## config.mk

```make
export PLATFORM = sky130hd
export DESIGN_NAME = spi
export DESIGN_NICKNAME = d
export VERILOG_FILES = /design/src/rtl/spi.sv
export SDC_FILE = /design/constraint.sdc
export NUM_CORES = 1
export LEC_CHECK = 0
export CAP_MARGIN = 15
export CORE_UTILIZATION = 51
export CTS_CLUSTER_DIAMETER = 200
export DETAILED_ROUTE_END_ITERATION = 6
export GPL_TIMING_DRIVEN = 0
export PLACE_DENSITY = 0.87
export SKIP_LAST_GASP = 1
export SYNTH_ARGS = -nofsm -noshare
export SYNTH_HDL_FRONTEND = slang
export SYNTH_SLANG_ARGS = --single-unit
```

## constraint.sdc

```tcl
create_clock -name clk_i -period 2.4 [get_ports clk_i]
set_input_delay 0.24 -clock clk_i [delete_from_list [all_inputs] [get_ports clk_i]]
set_output_delay 0.24 -clock clk_i [all_outputs]
set_load 0.005 [all_outputs]
```

## src/rtl/spi.sv

```systemverilog
// SPI mode-0 master behind a single-cycle-ack register port: DATA/STATUS/CLKDIV.
// Ack one cycle after an accepted access; busy-time DATA/CLKDIV writes are acked but dropped.
module spi #(
  parameter logic [15:0] DIV_RESET = 16'd4
) (
  input  logic        clk_i,
  input  logic        rst_i,
  input  logic [3:2]  adr_i,
  input  logic [3:0]  sel_i,
  input  logic        stb_i,
  input  logic        we_i,
  input  logic [31:0] dat_i,
  output logic [31:0] dat_o,
  output logic        ack_o,
  output logic        spiClk_o,
  output logic        spiMosi_o,
  input  logic        spiMiso_i
);

  typedef enum logic {IDLE, XFER} state_t;

  state_t      state, state_nx;
  logic [15:0] clkdiv, hp_cnt;
  logic [3:0]  hp_idx;
  logic [7:0]  tx_sr, rx_sr, rx_byte;
  logic        done, sclk, mosi, ack_q;
  logic [31:0] rd_dat, dat_q;
  logic        accept, wr, rd, busy, start, hp_end, last_hp;
  logic        unused_bits;

  assign busy    = (state == XFER);
  assign accept  = stb_i & ~ack_q;
  assign wr      = accept & we_i;
  assign rd      = accept & ~we_i;
  assign start   = wr & (adr_i == 2'd0) & sel_i[0] & ~busy;
  assign hp_end  = busy & (hp_cnt == clkdiv);
  assign last_hp = hp_end & (hp_idx == 4'd15);

  assign unused_bits = ^{dat_i[31:16], sel_i[3:2]};

  always_ff @(posedge clk_i or negedge rst_i) begin
    if (!rst_i) state <= IDLE;
    else        state <= state_nx;
  end

  always_comb begin
    state_nx = state;
    unique case (state)
      IDLE: if (start)   state_nx = XFER;
      XFER: if (last_hp) state_nx = IDLE;
      default:           state_nx = IDLE;
    endcase
  end

  always_comb begin
    rd_dat = '0;
    unique case (adr_i)
      2'd0:    rd_dat = {24'b0, rx_byte};
      2'd1:    rd_dat = {30'b0, done, busy};
      2'd2:    rd_dat = {16'b0, clkdiv};
      default: rd_dat = '0;
    endcase
  end

  always_ff @(posedge clk_i or negedge rst_i) begin
    if (!rst_i) begin
      ack_q  <= 1'b0;
      dat_q  <= '0;
      clkdiv <= DIV_RESET;
    end else begin
      ack_q <= accept;
      dat_q <= rd ? rd_dat : '0;
      if (wr && (adr_i == 2'd2) && !busy) begin
        if (sel_i[0]) clkdiv[7:0]  <= dat_i[7:0];
        if (sel_i[1]) clkdiv[15:8] <= dat_i[15:8];
      end
    end
  end

  // Even half-period index ends on a rising SCLK edge (sample), odd on a falling edge (shift).
  always_ff @(posedge clk_i or negedge rst_i) begin
    if (!rst_i) begin
      hp_cnt  <= '0;
      hp_idx  <= '0;
      sclk    <= 1'b0;
      mosi    <= 1'b0;
      tx_sr   <= '0;
      rx_sr   <= '0;
      rx_byte <= '0;
      done    <= 1'b0;
    end else begin
      if (rd && (adr_i == 2'd0)) done <= 1'b0;
      if (start) begin
        tx_sr  <= dat_i[7:0];
        mosi   <= dat_i[7];
        sclk   <= 1'b0;
        hp_cnt <= '0;
        hp_idx <= '0;
        rx_sr  <= '0;
        done   <= 1'b0;
      end else if (busy) begin
        if (hp_end) begin
          hp_cnt <= '0;
          hp_idx <= hp_idx + 4'd1;
          if (last_hp) begin
            sclk    <= 1'b0;
            mosi    <= 1'b0;
            rx_byte <= rx_sr;
            done    <= 1'b1;
          end else begin
            sclk <= ~sclk;
            if (!hp_idx[0]) begin
              rx_sr <= {rx_sr[6:0], spiMiso_i};
            end else begin
              tx_sr <= {tx_sr[6:0], 1'b0};
              mosi  <= tx_sr[6];
            end
          end
        end else begin
          hp_cnt <= hp_cnt + 16'd1;
        end
      end
    end
  end

  assign ack_o     = ack_q;
  assign dat_o     = dat_q;
  assign spiClk_o  = sclk;
  assign spiMosi_o = mosi;

endmodule

```

==> results.py <==
metrics = {
    "place": {
        "place_area_mm2": 0.004436,
        "pre_cts_ws_ps": -132.0,
        "dpl.hpwl_um": 6025,
        "place.gp.congestion": 0.8172,
        "place.port_buffers": 42,
        "dp_cells": 502,
    },
    "timing": {
        "max_freq_ghz": 0.4366,
        "timing.hold.ws_ps": 356.9,
        "maxSlewViolCount": 0,
        "slew_headroom_pct": 34.65,
        "tightest_slew_ps": 975.6,
        "setup_viol": 0,
        "period_needed_ps": 2290,
        "setup_tns_ps": 0,
        "grt_setup_unrepaired": "no",
        "final-hold-violation-count": 0,
        "finalCritPeriodShare_pct": 95.44,
        "worst_clock_skew_ps": 10.98,
        "fin_ws_ps": 109.5,
    },
    "logic_synthesis": {
        "synth_top_cell_by_area": "dfrtp_1",
        "ys_async_sr_fraction_pct": 100.0,
        "synth_edf_count": 0,
        "synth_common_cells": "dfrtp_1, nand2_1, mux2_2, buf_4, a21oi_1",
        "synth_top_cell_area_share_pct": 51.89,
        "netlist_instances": 345,
        "synth.area.top_cells": "dfrtp_1, mux2_2, nand2_1",
        "avgSynthCellArea_um2": 11.04,
        "synthFlopType": "dfrtp_1",
        "synth-seq-cells": 80,
        "yosysMostFrequentCell": "dfrtp_1",
        "syn-cell-area_mm2": 0.003810,
        "ys_seq_area_share_pct": 52.58,
        "synth_warnings": 0,
        "yosysUniqueCellTypes": 47,
    },
    "finish": {
        "seq_area_mm2": 0.002003,
        "n_fill_cell": 584,
        "fin_util_pct": 64.55,
        "multi_input_area_mm2": 0.001633,
        "finalNetCount": 461,
        "fin_area_mm2": 0.004682,
        "area_growth_pct": 22.89,
        "final_cells": 520,
        "diodes": 0,
        "drive_above_1_share_pct": 19.71,
    },
    "pwr": {
        "seq_power_share_pct": 48.3,
        "switching_share_pct": 32.89,
        "peakVddDrop_v": 0.0005117,
        "power.internal_mw": 2.664,
        "p_per_area_mw_per_mm2": 847.8,
        "pwr-share-clk_pct": 28.3,
        "p_leak_nw": 2.254,
        "p_sw_mw": 1.306,
        "combPwrFrac_pct": 23.4,
        "power.total_mw": 3.969,
    },
    "die": {
        "start_util_pct": 52.53,
        "die_area_mm2": 0.007820,
        "core_area_mm2": 0.007253,
        "std_cell_rows": 31,
        "die_height_um": 88.43,
        "io_pins": 78,
        "chipWidth_um": 88.43,
    },
    "global_route": {
        "grt_max_degree": 50,
        "grt_usage_pct": 23.32,
        "overflow": 0,
        "grt_pass1_vias": 2702,
        "grt_pass1_wl_um": 13140,
        "antenna_found_initial": 0,
    },
    "job": {
        "cap_viol_max_count": 0,
    },
    "route": {
        "drt-pass1-iter-count": 5,
        "vias": 2879,
        "route.detailed.drc": 0,
        "finalWirelength_um": 8434,
        "drt-vias-per-instance": 5.537,
        "postRouteAntennaNets": 0,
        "routedWlPerCell_um": 16.22,
        "drt_iter0_drc": 280,
    },
    "clock_network": {
        "clk_path_buf_depth": 2,
        "clk_pin_slew_ps": 90,
        "cts_buffers": 9,
        "cts_max_level": 3,
        "cts_tree": "yes",
        "clkLatencyLatePin_ps": 370,
        "clock_sinks": 80,
        "cts_root_buf": "clkbuf_8",
    },
    "critical_path": {
        "worstPathArrival_ps": 2550,
        "criticalPathCategory": "flop to flop",
        "cp-start-kind": "flop",
        "crit_fanout": 7,
        "r2r_cells": 8,
        "worstPathRequired_ps": 2660,
        "end_kind": "flop",
    },
    "outcome": {
        "status": "completed",
    },
    "min_path": {
        "hold_class": "primary input to asynchronous set/reset pin",
    },
}
-- critical path, cell delays in order (launching register included) --
cell,delay (ps)
dfrtp_1,450
xnor2_1,230
nand4_1,200
nor4_4,280
buf_4,200
nand2_4,70
o31a_1,300
buf_6,150
mux2_4,290
-- layout by cell type (no fill, tap or decap), drive strengths merged, types with 6 or more instances in the layout --
| cell type | n |
|---|---|
| dfrtp | 79 |
| nand2 | 46 |
| clkdlybuf4s50 | 41 |
| mux2 | 28 |
| buf | 26 |
| inv | 17 |
| conb | 16 |
| a21oi | 15 |
| o21ai | 14 |
| mux2i | 13 |
| clkbuf | 12 |
| nor2 | 11 |
| nand3 | 10 |
| and2 | 9 |
| xor2 | 9 |
| a31oi | 9 |
| a22o | 9 |
| nand2b | 6 |
| xnor2 | 6 |
-- power by group through the flow --
| stage | clock network, mW | logic, mW | registers [mW] |
|---|---|---|---|
| after detailed placement | 0 | 0.899 | 1.93 |
| after global routing | 1.19 | 1.03 | 1.95 |
| after floorplan | 0 | 0.635 | 1.84 |
| final | 1.12 | 0.928 | 1.92 |
| after CTS | 1.14 | 0.917 | 1.91 |
| after global placement | 0 | 0.838 | 1.91 |
-- sequential cells by signal (all words and copies together) (netlist names) --
| register | flops |
|---|---|
| clkdiv | 16 |
| dat_o | 16 |
| hp_cnt | 16 |
| rx_byte | 8 |
| rx_sr | 8 |
| tx_sr | 7 |
| hp_idx | 4 |
| ack_o | 1 |
| busy | 1 |
| done | 1 |
| spiClk_o | 1 |
| spiMosi_o | 1 |
-- logic make-up after synthesis --
family,after synthesis,synth area share [%]
AND/OR/NAND/NOR,107,14.81
flip-flops,80,52.58
AO/OA/AOI/OAI,59,9.984
multiplexers,41,12.28
buffers and inverters,40,6.141
XOR/XNOR,15,3.448
adder cells (fa/ha/maj),2,0.6567
other,1,0.09843
-- metal layers --
metal / vias to the layer above / GRT usage (%) / routed length [um]
li1: 1309 / - / -
met1: 1449 / 27.46 / 3263
met2: 101 / 40.00 / 4495
met3: 20 / 7.463 / 533
met4: 0 / 8.651 / 142
met5: - / 0 / 0
-- layout make-up --
class | instances | area share (%)
Buffer | 26 | 3.875
Clock buffer | 9 | 2.646
Clock inverter | 7 | 2.165
Inverter | 14 | 1.122
Multi-Input combinational cell | 240 | 34.87
Sequential cell | 80 | 42.78
Tap cell | 99 | 2.646
Timing Repair Buffer | 45 | 9.888
-- final timing paths --
check / from / to / slack [ps]
worst max-delay path: clkdiv[5] / tx_sr[3] / 110
worst min-delay path: rst_i / hp_cnt[6] / 360
worst max register to register: clkdiv[5] / tx_sr[3] / 110
worst min register to register: clkdiv[9] / dat_o[9] / 490
max in group asynchronous: rst_i / clkdiv[8] / 1470
min in group clk_i: adr_i[2] / dat_o[0] / 410
-- repair_timing --
action	CTS	global route
endpoints found under the hold margin	30	0
gates resized for setup	0	1
hold buffers	1	0
setup endpoints to repair	0	24
setup buffers	0	1
Note: power is estimated with default switching activity, not from simulation.
